**config.mk**
```make
export PLATFORM = sky130hd
export DESIGN_NAME = demux12_reg_5_bit
export DESIGN_NICKNAME = d
export VERILOG_FILES = /design/src/rtl/demux12_reg_5_bit_pkg.sv /design/src/rtl/demux12_reg_5_bit_out_slot.sv /design/src/rtl/demux12_reg_5_bit.sv
export SDC_FILE = /design/constraint.sdc
export NUM_CORES = 1
export LEC_CHECK = 0
export BUFFER_PORTS_ARGS = -buffer_cell sky130_fd_sc_hd__buf_2
export CAP_MARGIN = 20
export CORE_AREA = 8 8 45 47
export CTS_BUF_LIST = sky130_fd_sc_hd__clkbuf_8
export DETAILED_ROUTE_END_ITERATION = 8
export DIE_AREA = 0 0 53 55
export PLACE_DENSITY = 0.67
export SETUP_SLACK_MARGIN = 0.15
export SYNTH_ARGS = -nofsm -noshare
export SYNTH_HDL_FRONTEND = slang
export SYNTH_HIERARCHICAL = 1
export SYNTH_SLANG_ARGS = --single-unit
export TNS_END_PERCENT = 30
```
**constraint.sdc**
```tcl
create_clock -name clk_ -period 2.27 [get_ports clk_]
set_input_delay 0.227 -clock clk_ [delete_from_list [all_inputs] [get_ports clk_]]
set_output_delay 0.227 -clock clk_ [all_outputs]
set_load 0.02 [all_outputs]
```
**src/rtl/demux12_reg_5_bit_pkg.sv**
```systemverilog
// ============================================================================
// Module : demux12_reg_5_bit_pkg
// Brief  : Shared constants and types for the registered 1-to-2 token demux.
// Rev    : 1.0  initial release
// ============================================================================
`default_nettype none

package demux12_reg_5_bit_pkg;

  localparam int DEFAULT_WIDTH = 5;

  localparam logic SEL_OUT1 = 1'b0;
  localparam logic SEL_OUT2 = 1'b1;

  // Per-port holding-register state; the encoding doubles as the valid flag.
  localparam logic ST_EMPTY = 1'b0;
  localparam logic ST_FULL  = 1'b1;

  typedef logic [DEFAULT_WIDTH-1:0] token_t;

endpackage

`default_nettype wire

```
**src/rtl/demux12_reg_5_bit_out_slot.sv**
```systemverilog
// ============================================================================
// Module : out_slot_5_bit
// Brief  : One-entry valid/ready holding register; optional handshake counter
//          under DEMUX_CNT_EN.
// Rev    : 1.0  initial release
// ============================================================================
`default_nettype none

module out_slot_5_bit
  import demux12_reg_5_bit_pkg::*;
#(
  parameter int WIDTH = DEFAULT_WIDTH
`ifdef DEMUX_CNT_EN
  , parameter int CNT_W = 16
`endif
) (
  input  logic             clk_i,
  input  logic             rst_n_i,
  input  logic             load_i,
  input  logic [WIDTH-1:0] data_i,
  input  logic             ready_i,
  output logic             valid_o,
  output logic [WIDTH-1:0] data_o,
  output logic             free_o
`ifdef DEMUX_CNT_EN
  , output logic [CNT_W-1:0] cnt_o
`endif
);

  logic             state_q, state_d;
  logic [WIDTH-1:0] data_q, data_d;

  always_ff @(posedge clk_i) begin
    if (!rst_n_i) begin
      state_q <= ST_EMPTY;
      data_q  <= '0;
    end else begin
      state_q <= state_d;
      data_q  <= data_d;
    end
  end

  // A load wins over a drain so that drain+refill keeps the slot full.
  always_comb begin
    state_d = state_q;
    data_d  = data_q;
    if (load_i) begin
      state_d = ST_FULL;
      data_d  = data_i;
    end else if ((state_q == ST_FULL) && ready_i) begin
      state_d = ST_EMPTY;
    end
  end

  always_comb begin
    valid_o = (state_q == ST_FULL);
    free_o  = (state_q == ST_EMPTY) | ready_i;
  end

  assign data_o = data_q;

`ifdef DEMUX_CNT_EN
  logic [CNT_W-1:0] cnt_q, cnt_d;

  always_comb begin
    cnt_d = cnt_q;
    if ((state_q == ST_FULL) && ready_i) begin
      cnt_d = cnt_q + 1'b1;
    end
  end

  always_ff @(posedge clk_i) begin
    if (!rst_n_i) begin
      cnt_q <= '0;
    end else begin
      cnt_q <= cnt_d;
    end
  end

  assign cnt_o = cnt_q;
`endif

endmodule

`default_nettype wire

```
**src/rtl/demux12_reg_5_bit.sv**
```systemverilog
// ============================================================================
// Module : demux12_reg_5_bit
// Brief  : Registered 1-to-2 valid/ready demux for register-address tokens.
//          Optional per-port handshake counters under DEMUX_CNT_EN.
// Rev    : 1.0  initial release
// ============================================================================
`default_nettype none

module demux12_reg_5_bit
  import demux12_reg_5_bit_pkg::*;
#(
  parameter int WIDTH = DEFAULT_WIDTH,
  parameter int CNT_W = 16
) (
  input  logic             clk_,
  input  logic             rst_n_,
  input  logic             in_valid_,
  output logic             in_ready_,
  input  logic [WIDTH-1:0] in_data_,
  input  logic             in_sel_,
  output logic             out1_valid_,
  input  logic             out1_ready_,
  output logic [WIDTH-1:0] out1_data_,
  output logic             out2_valid_,
  input  logic             out2_ready_,
  output logic [WIDTH-1:0] out2_data_
`ifdef DEMUX_CNT_EN
  , output logic [CNT_W-1:0] out1_cnt_
  , output logic [CNT_W-1:0] out2_cnt_
`endif
);

  if ((WIDTH < 1) || (CNT_W < 1)) begin : g_param_check
    $error("demux12_reg_5_bit: WIDTH and CNT_W must be positive");
  end

  logic w_free1, w_free2;
  logic w_accept;
  logic w_load1, w_load2;

  // Only the targeted slot gates the input: head-of-line blocking keeps order.
  assign in_ready_ = (in_sel_ == SEL_OUT2) ? w_free2 : w_free1;
  assign w_accept  = in_valid_ & in_ready_;
  assign w_load1   = w_accept & (in_sel_ == SEL_OUT1);
  assign w_load2   = w_accept & (in_sel_ == SEL_OUT2);

  out_slot_5_bit #(
    .WIDTH (WIDTH)
`ifdef DEMUX_CNT_EN
    , .CNT_W (CNT_W)
`endif
  ) u_slot1 (
    .clk_i   (clk_),
    .rst_n_i (rst_n_),
    .load_i  (w_load1),
    .data_i  (in_data_),
    .ready_i (out1_ready_),
    .valid_o (out1_valid_),
    .data_o  (out1_data_),
    .free_o  (w_free1)
`ifdef DEMUX_CNT_EN
    , .cnt_o (out1_cnt_)
`endif
  );

  out_slot_5_bit #(
    .WIDTH (WIDTH)
`ifdef DEMUX_CNT_EN
    , .CNT_W (CNT_W)
`endif
  ) u_slot2 (
    .clk_i   (clk_),
    .rst_n_i (rst_n_),
    .load_i  (w_load2),
    .data_i  (in_data_),
    .ready_i (out2_ready_),
    .valid_o (out2_valid_),
    .data_o  (out2_data_),
    .free_o  (w_free2)
`ifdef DEMUX_CNT_EN
    , .cnt_o (out2_cnt_)
`endif
  );

endmodule

`default_nettype wire

```
==> flow_metrics.py, run 1 <==
metrics = {
    "final_layout": {
        "final_common_cell": "buf_2",
        "finish.utilization": 0.477,
        "layout_common_cells": "23 x buf_2, 12 x dfxtp_1, 10 x mux2i_1, 10 x nor2b_1, 4 x clkbuf_8",
        "final_cell_area_um2": 661,
        "synthToLayoutAreaGrowth_pct": 34.0,
        "fillers": 134,
        "drive_above_1_share": 0.441,
        "final_nets": 80,
        "stdcell_count": 84,
        "diodes": 0,
    },
    "clocking": {
        "cts-root-buf": "clkbuf_8",
        "cts_resized": 0,
        "clock_latency_ns": 0.24,
        "numCtsBuffers": 3,
        "cts_tree": "yes",
        "clockBufferDepth": 2,
        "cts.sinks": 12,
        "htreeDepth": 1,
        "clk_pin_slew_ns": 0.05,
        "cts_setup_buffers": 0,
        "cts_hold_repair.buffers": 0,
    },
    "worst_setup_path": {
        "critPathLaunchType": "flop",
        "required_ns": 2.04,
        "path_cells": "nand2b_1, mux2_4, buf_2",
        "slowest_delay_ns": 0.32,
        "cp_max_fo": 3,
        "rr_endpoint": "u_slot1/data_o[1]",
        "cp_slowest_cell": "dfxtp_1",
        "worstSetupEndpointType": "output pin",
        "crit_type": "reg2out",
        "r2r_slack_ns": 1.17,
        "rr_startpoint": "u_slot1/valid_o",
        "cp.buffers_inverters": 1,
        "critPathTopFamily": "flip-flops",
        "rr_worst_depth": 4,
        "cp.arrival_ns": 1.06,
    },
    "power_and_ir_drop": {
        "p_leak_nw": 0.312,
        "vdd_ir_drop_max_uv": 421,
        "p_per_area_nw_per_um2": 795,
    },
    "worst_hold_path": {
        "worstHoldStart": "in_data_[1]",
        "min_path_cells": 3,
        "min_to": "u_slot2/data_o[1]",
        "hold_class": "in2reg",
    },
    "timing": {
        "setup_viol": 0,
        "fmax_ghz": 0.779,
        "fin_crit_sh": 0.566,
        "tightest_slew_ns": 0.197,
        "clock-skew-final_ns": 0.00153,
        "tns_ns": 0,
        "finalHoldViolations": 0,
        "slew_viol_final": 0,
        "relSlewSlack": 0.869,
        "fin_crit_ns": 1.28,
        "worst_slack_ns": 0.986,
        "rsz0062_at_grt": "false",
    },
    "yosys": {
        "ys_seq_area_frac": 0.487,
        "syn_area_um2": 493,
        "synth_cells": 43,
        "synth_nets": 54,
        "yosys_warnings": 6,
        "synth_cell_types": 10,
        "avgSynthCellArea_um2": 11.5,
        "synth-seq-cells": 12,
    },
    "routing": {
        "drtIter0Drc": 1,
        "detail-route-antenna-nets": 0,
        "finalWirelength_um": 1090,
        "wl_per_cell_um": 13.0,
        "via_per_inst": 4.42,
        "via_count": 371,
        "dr.pass1.iters": 2,
        "drc_errors": 0,
    },
    "die": {
        "fp.dieW_um": 53,
        "fp.dieH_um": 55,
        "ios": 24,
        "die-area_um2": 2920,
        "start_util": 0.356,
        "coreArea_um2": 1380,
        "row_count": 14,
    },
    "placement": {
        "port_buffers": 23,
        "place_inst": 80,
        "gp_congestion": 0.655,
        "pre_cts_ws_ns": 1.13,
        "placed_area_um2": 606,
    },
    "global_routing": {
        "grtUsageTotal": 0.0814,
        "grt_pass1_wl_um": 1720,
        "grt_pass1_vias": 380,
        "antenna_found_initial": 0,
        "grt_start_max_net_pins": 13,
        "grt_overflow": 0,
    },
    "outcome": {
        "status": "finished, final reports clean",
    },
    "job": {
        "maxCapViolCount": 0,
    },
}
==> power breakdown <==
part           internal, mW  switching (mW)  leakage (nW)
clock network         0.153          0.0775        0.0288
registers             0.222         0.00483        0.0983
logic                0.0309          0.0369         0.185
total                 0.406           0.119         0.312
==> synth_stat cells <==
master,count,area (µm²)
and3b_2,1,10.0
mux2_4,1,15.0
and3_2,1,7.51
a21boi_0,2,15.0
nor2b_1,10,62.6
inv_1,2,7.51
nand2b_1,2,12.5
mux2i_1,10,100
buf_6,2,22.5
dfxtp_1,12,240
==> flip-flops by register name, summed over array words and instances, names as in the netlist <==
name,count
u_slot2/valid_o,1
u_slot1/data_o,5
u_slot1/valid_o,1
u_slot2/data_o,5
==> worst max path at each step <==
stage | cells past startpoint | slack [ns] | start | end
6_report | 3 | 0.99 | u_slot1/valid_o | in_ready_
5_1_grt | 3 | 0.93 | u_slot2/valid_o | in_ready_
4_1_cts | 3 | 0.97 | u_slot2/valid_o | in_ready_
3_5_place_dp | 5 | 1.13 | out1_ready_ | u_slot1/data_o[1]
3_3_place_gp | 4 | 1.14 | out1_ready_ | in_ready_
2_1_floorplan | 5 | 1.11 | u_slot1/valid_o | u_slot1/data_o[0]
==> layer usage <==
layer,share of wire,global-route usage,up-vias
li1,-,-,190
met2,0.47,0.121,15
met5,0,0,-
met4,0,0.0517,0
met1,0.41,0.0866,166
met3,0.11,0.0481,0
==> cell type report <==
type	instances	area (µm²)	share of cell area
Clock buffer	4	55.1	0.0833
Tap cell	16	20.0	0.0303
Timing Repair Buffer	23	115	0.174
Multi-Input combinational cell	27	223	0.337
Sequential cell	12	240	0.364
Inverter	2	7.51	0.0114
==> logic make-up (layout without fill, tap and decap cells) <==
kind of cell	after synthesis	in the layout	share of synthesized area
AO/OA/AOI/OAI	2	2	0.0304
AND/OR/NAND/NOR	14	14	0.188
flip-flops	12	12	0.487
buffers and inverters	4	29	0.0609
multiplexers	11	11	0.234
==> per-stage QoR <==
stage	power [mW]	hold slack, ns
final	0.525	0.266
after global routing	0.548	0.272
after CTS	0.533	0.260
after detailed placement	0.300	0.501
after global placement	0.298	0.493
after floorplan	0.276	0.355
==> worst reg2reg max path, stage by stage, from the launching register on <==
cell      delay, ns
dfxtp_1        0.30
nand2b_1       0.10
and3b_2        0.32
mux2i_1        0.22
nor2b_1        0.06
No activity file was read; power rests on OpenSTA's default activity.
==> inputs of run 2 (changes only) <==
ABC_AREA = 1   (was unset)
PLACE_DENSITY = unset   (was 0.67)
clock period = 1.3 ns   (was 2.27 ns; I/O delays follow)
==> run 2 against run 1 <==
  * Sequential power increased by 78%
  * Non-clock buffer count unchanged
  * Power increased by 64%
  * Register-to-register slack got worse by 0.91 ns
  * Design area decreased by 4.9%
  * Die area unchanged
  * Area after synthesis decreased by 9.9%
  * Global-route usage increased by 0.27 points
  * Critical endpoint unchanged
  * Clock-buffer cell count decreased by 1
  * Highest routed layer unchanged
  * Worst hold slack got worse by 0.12 ns
  * Worst setup slack got worse by 0.78 ns
==> flow_metrics.py, run 2 <==
metrics = {
    "yosys": {
        "synthAdderAreaFrac": 0,
        "synth_cell_types": 9,
        "ys_top_cells_by_area": "dfxtp_1 54%, nor2_1 18%, o21ai_0 11%",
        "yosys.area_share.simple": 0.239,
        "synth_top_area_frac": 0.541,
        "async_flop_share": 0,
        "synthXorXnorAreaFrac": 0,
        "yosys.area.top_type": "dfxtp_1",
        "synth_edf_count": 0,
        "avgSynthCellArea_um2": 7.53,
        "ys_seq_area_frac": 0.541,
        "muxShareOfSynthArea": 0,
        "synth_compound_area_frac": 0.152,
        "yosys_warnings": 6,
        "yosysMostFrequentCell": "nor2_1",
        "syn_area_um2": 444,
        "synthTopCellsByCount": "21 x nor2_1, 12 x dfxtp_1, 10 x o21ai_0",
        "synthFlopType": "dfxtp_1",
        "synth_cells": 59,
        "synth_nets": 70,
        "synth-seq-cells": 12,
        "synth_top_family_by_area": "simple AND/OR/NAND/NOR gates",
    },
    "die": {
        "fp.dieH_um": 55,
        "coreArea_um2": 1380,
        "row_count": 14,
        "die-area_um2": 2920,
        "fp.dieW_um": 53,
        "start_util": 0.321,
        "ios": 24,
    },
    "final_layout": {
        "stdcell_count": 101,
        "synthToLayoutAreaGrowth_pct": 41.4,
        "fillers": 152,
        "drive_above_1_share": 0.388,
        "diodes": 0,
        "final_common_cell": "buf_2",
        "final_nets": 98,
        "layout_common_cells": "23 x buf_2, 20 x nor2_1, 12 x dfxtp_1",
        "finish.utilization": 0.454,
    },
    "power_and_ir_drop": {
        "p_int_mw": 0.643,
        "vdd_ir_drop_max_uv": 603,
        "p_per_area_nw_per_um2": 1370,
        "p_leak_nw": 0.341,
        "switchingPower_mw": 0.217,
        "combPwrFrac": 0.157,
        "switching_share": 0.252,
        "p_clk_frac": 0.374,
        "power_mw": 0.860,
        "seqPwrFrac": 0.469,
    },
    "worst_setup_path": {
        "slowest_delay_ns": 0.32,
        "crit_cells": 4,
        "critPathLaunchType": "flop",
        "cp-startpoint": "u_slot1/valid_o",
        "cp_max_fo": 2,
        "cp.arrival_ns": 0.97,
        "crit_type": "reg2out",
        "critPathCapture": "in_ready_",
        "cp_slowest_cell": "dfxtp_1",
        "cp.buffers_inverters": 1,
        "rr_startpoint": "u_slot2/valid_o",
        "r2r_slack_ns": 0.26,
        "rr_worst_depth": 6,
        "required_ns": 1.17,
        "crit_path_frequent_cell": "nand2_1",
        "rr_endpoint": "u_slot2/data_o[4]",
        "path_cells": "nand2_1, nand2_2, nand2_1, buf_2",
        "worstSetupEndpointType": "output pin",
        "critPathTopFamily": "flip-flops",
    },
    "job": {
        "maxCapViolCount": 0,
    },
    "global_routing": {
        "grt_pass1_wl_um": 1880,
        "grt_pass1_vias": 472,
        "grt_overflow": 0,
        "antenna_found_initial": 0,
        "grtUsageTotal": 0.0841,
        "grt_start_max_net_pins": 13,
    },
    "clocking": {
        "cts_tree": "yes",
        "htreeDepth": 1,
        "cts-root-buf": "clkbuf_8",
        "numCtsBuffers": 3,
        "cts.sinks": 12,
        "clockBufferDepth": 2,
        "clk_pin_slew_ns": 0.05,
        "clock_latency_ns": 0.23,
        "cts_setup_buffers": 0,
    },
    "timing": {
        "tightest_slew_ns": 0.231,
        "relSlewSlack": 0.846,
        "slew_viol_final": 0,
        "clock-skew-final_ns": 0.00228,
        "fin_crit_ns": 1.10,
        "setup_viol": 0,
        "worst_slack_ns": 0.203,
        "finalHoldViolations": 0,
        "rsz0062_at_grt": "true",
        "fin_crit_sh": 0.844,
        "fmax_ghz": 0.912,
        "tns_ns": 0,
    },
    "placement": {
        "pre_cts_ws_ns": 0.146,
        "port_buffers": 23,
        "gp_congestion": 0.739,
        "dp_hpwl_um": 904,
        "place_inst": 98,
    },
    "routing": {
        "via_count": 454,
        "detail-route-antenna-nets": 0,
        "drc_errors": 0,
        "dr.pass1.iters": 4,
        "via_per_inst": 4.50,
        "finalWirelength_um": 1140,
        "drtIter0Drc": 7,
        "wl_per_cell_um": 11.3,
    },
    "outcome": {
        "status": "finished, final reports clean",
    },
    "worst_hold_path": {
        "hold_class": "in2reg",
        "min_path_cells": 3,
    },
}
## run 2: changes by cell type in the layout (fill, tap and decap cells not counted), moves of 2 or more
cell      before  now
a21oi_2        0    2
nor2_1         0   20
nand2b_1       2    0
a21boi_0       2    0
o21ai_0        0   10
inv_1          2    6
nand2_1        0    4
inv_2          0    2
nor2b_1       10    0
mux2i_1       10    0
## run 2: cell families after synthesis
logic type,after synthesis
flip-flops,12
AO/OA/AOI/OAI,12
AND/OR/NAND/NOR,27
buffers and inverters,8
## run 2: worst min-delay path by stage
| stage | from | end | slack, ns |
|---|---|---|---|
| 2_1_floorplan | rst_n_ | u_slot1/valid_o | 0.25 |
| 3_3_place_gp | in_data_[0] | u_slot2/data_o[0] | 0.38 |
| 3_5_place_dp | in_data_[0] | u_slot1/data_o[0] | 0.38 |
| 4_1_cts | in_data_[0] | u_slot2/data_o[0] | 0.14 |
| 5_1_grt | in_data_[0] | u_slot2/data_o[0] | 0.14 |
| 6_report | in_data_[0] | u_slot2/data_o[0] | 0.14 |
## run 2: area by class of cell
type                            instances  area (µm²)  share of cell area
Timing Repair Buffer                   23         115               0.183
Inverter                                8        30.0              0.0478
Clock buffer                            3        41.3              0.0657
Multi-Input combinational cell         39         181               0.289
Sequential cell                        12         240               0.382
Tap cell                               16        20.0              0.0319
## run 2: power groups by stage
stage / clock network (mW) / logic, mW / registers [mW]
finish: 0.322 / 0.135 / 0.403
global route: 0.350 / 0.152 / 0.406
CTS: 0.334 / 0.136 / 0.403
detailed placement: 0 / 0.134 / 0.411
global placement: 0 / 0.134 / 0.411
floorplan: 0 / 0.0460 / 0.442
## run 2: tightest hold or removal path: stages
cell and delay, ns:
buf_2 0.09, nor2_1 0.04, nor2_1 0.08
## run 2: metal layers
layer / GRT usage / vias up / part of all wire
met5: 0 / - / 0
met4: 0.0388 / 0 / 0
met3: 0.0428 / 0 / 0.14
met2: 0.127 / 18 / 0.43
met1: 0.0972 / 200 / 0.43
li1: - / 236 / -
## run 2: per-stage QoR
| stage | cell area, µm² | hold slack, ns |
|---|---|---|
| finish | 628 | 0.143 |
| global route | 628 | 0.144 |
| CTS | 623 | 0.137 |
| detailed placement | 579 | 0.383 |
| global placement | 579 | 0.380 |
| floorplan | 444 | 0.252 |
## run 2: timing repair
action / in CTS / in global routing
gates resized for setup: 1 / 1
pin swaps: 0 / 0
hold buffers: 0 / 0
endpoints found under the setup margin: 4 / 10
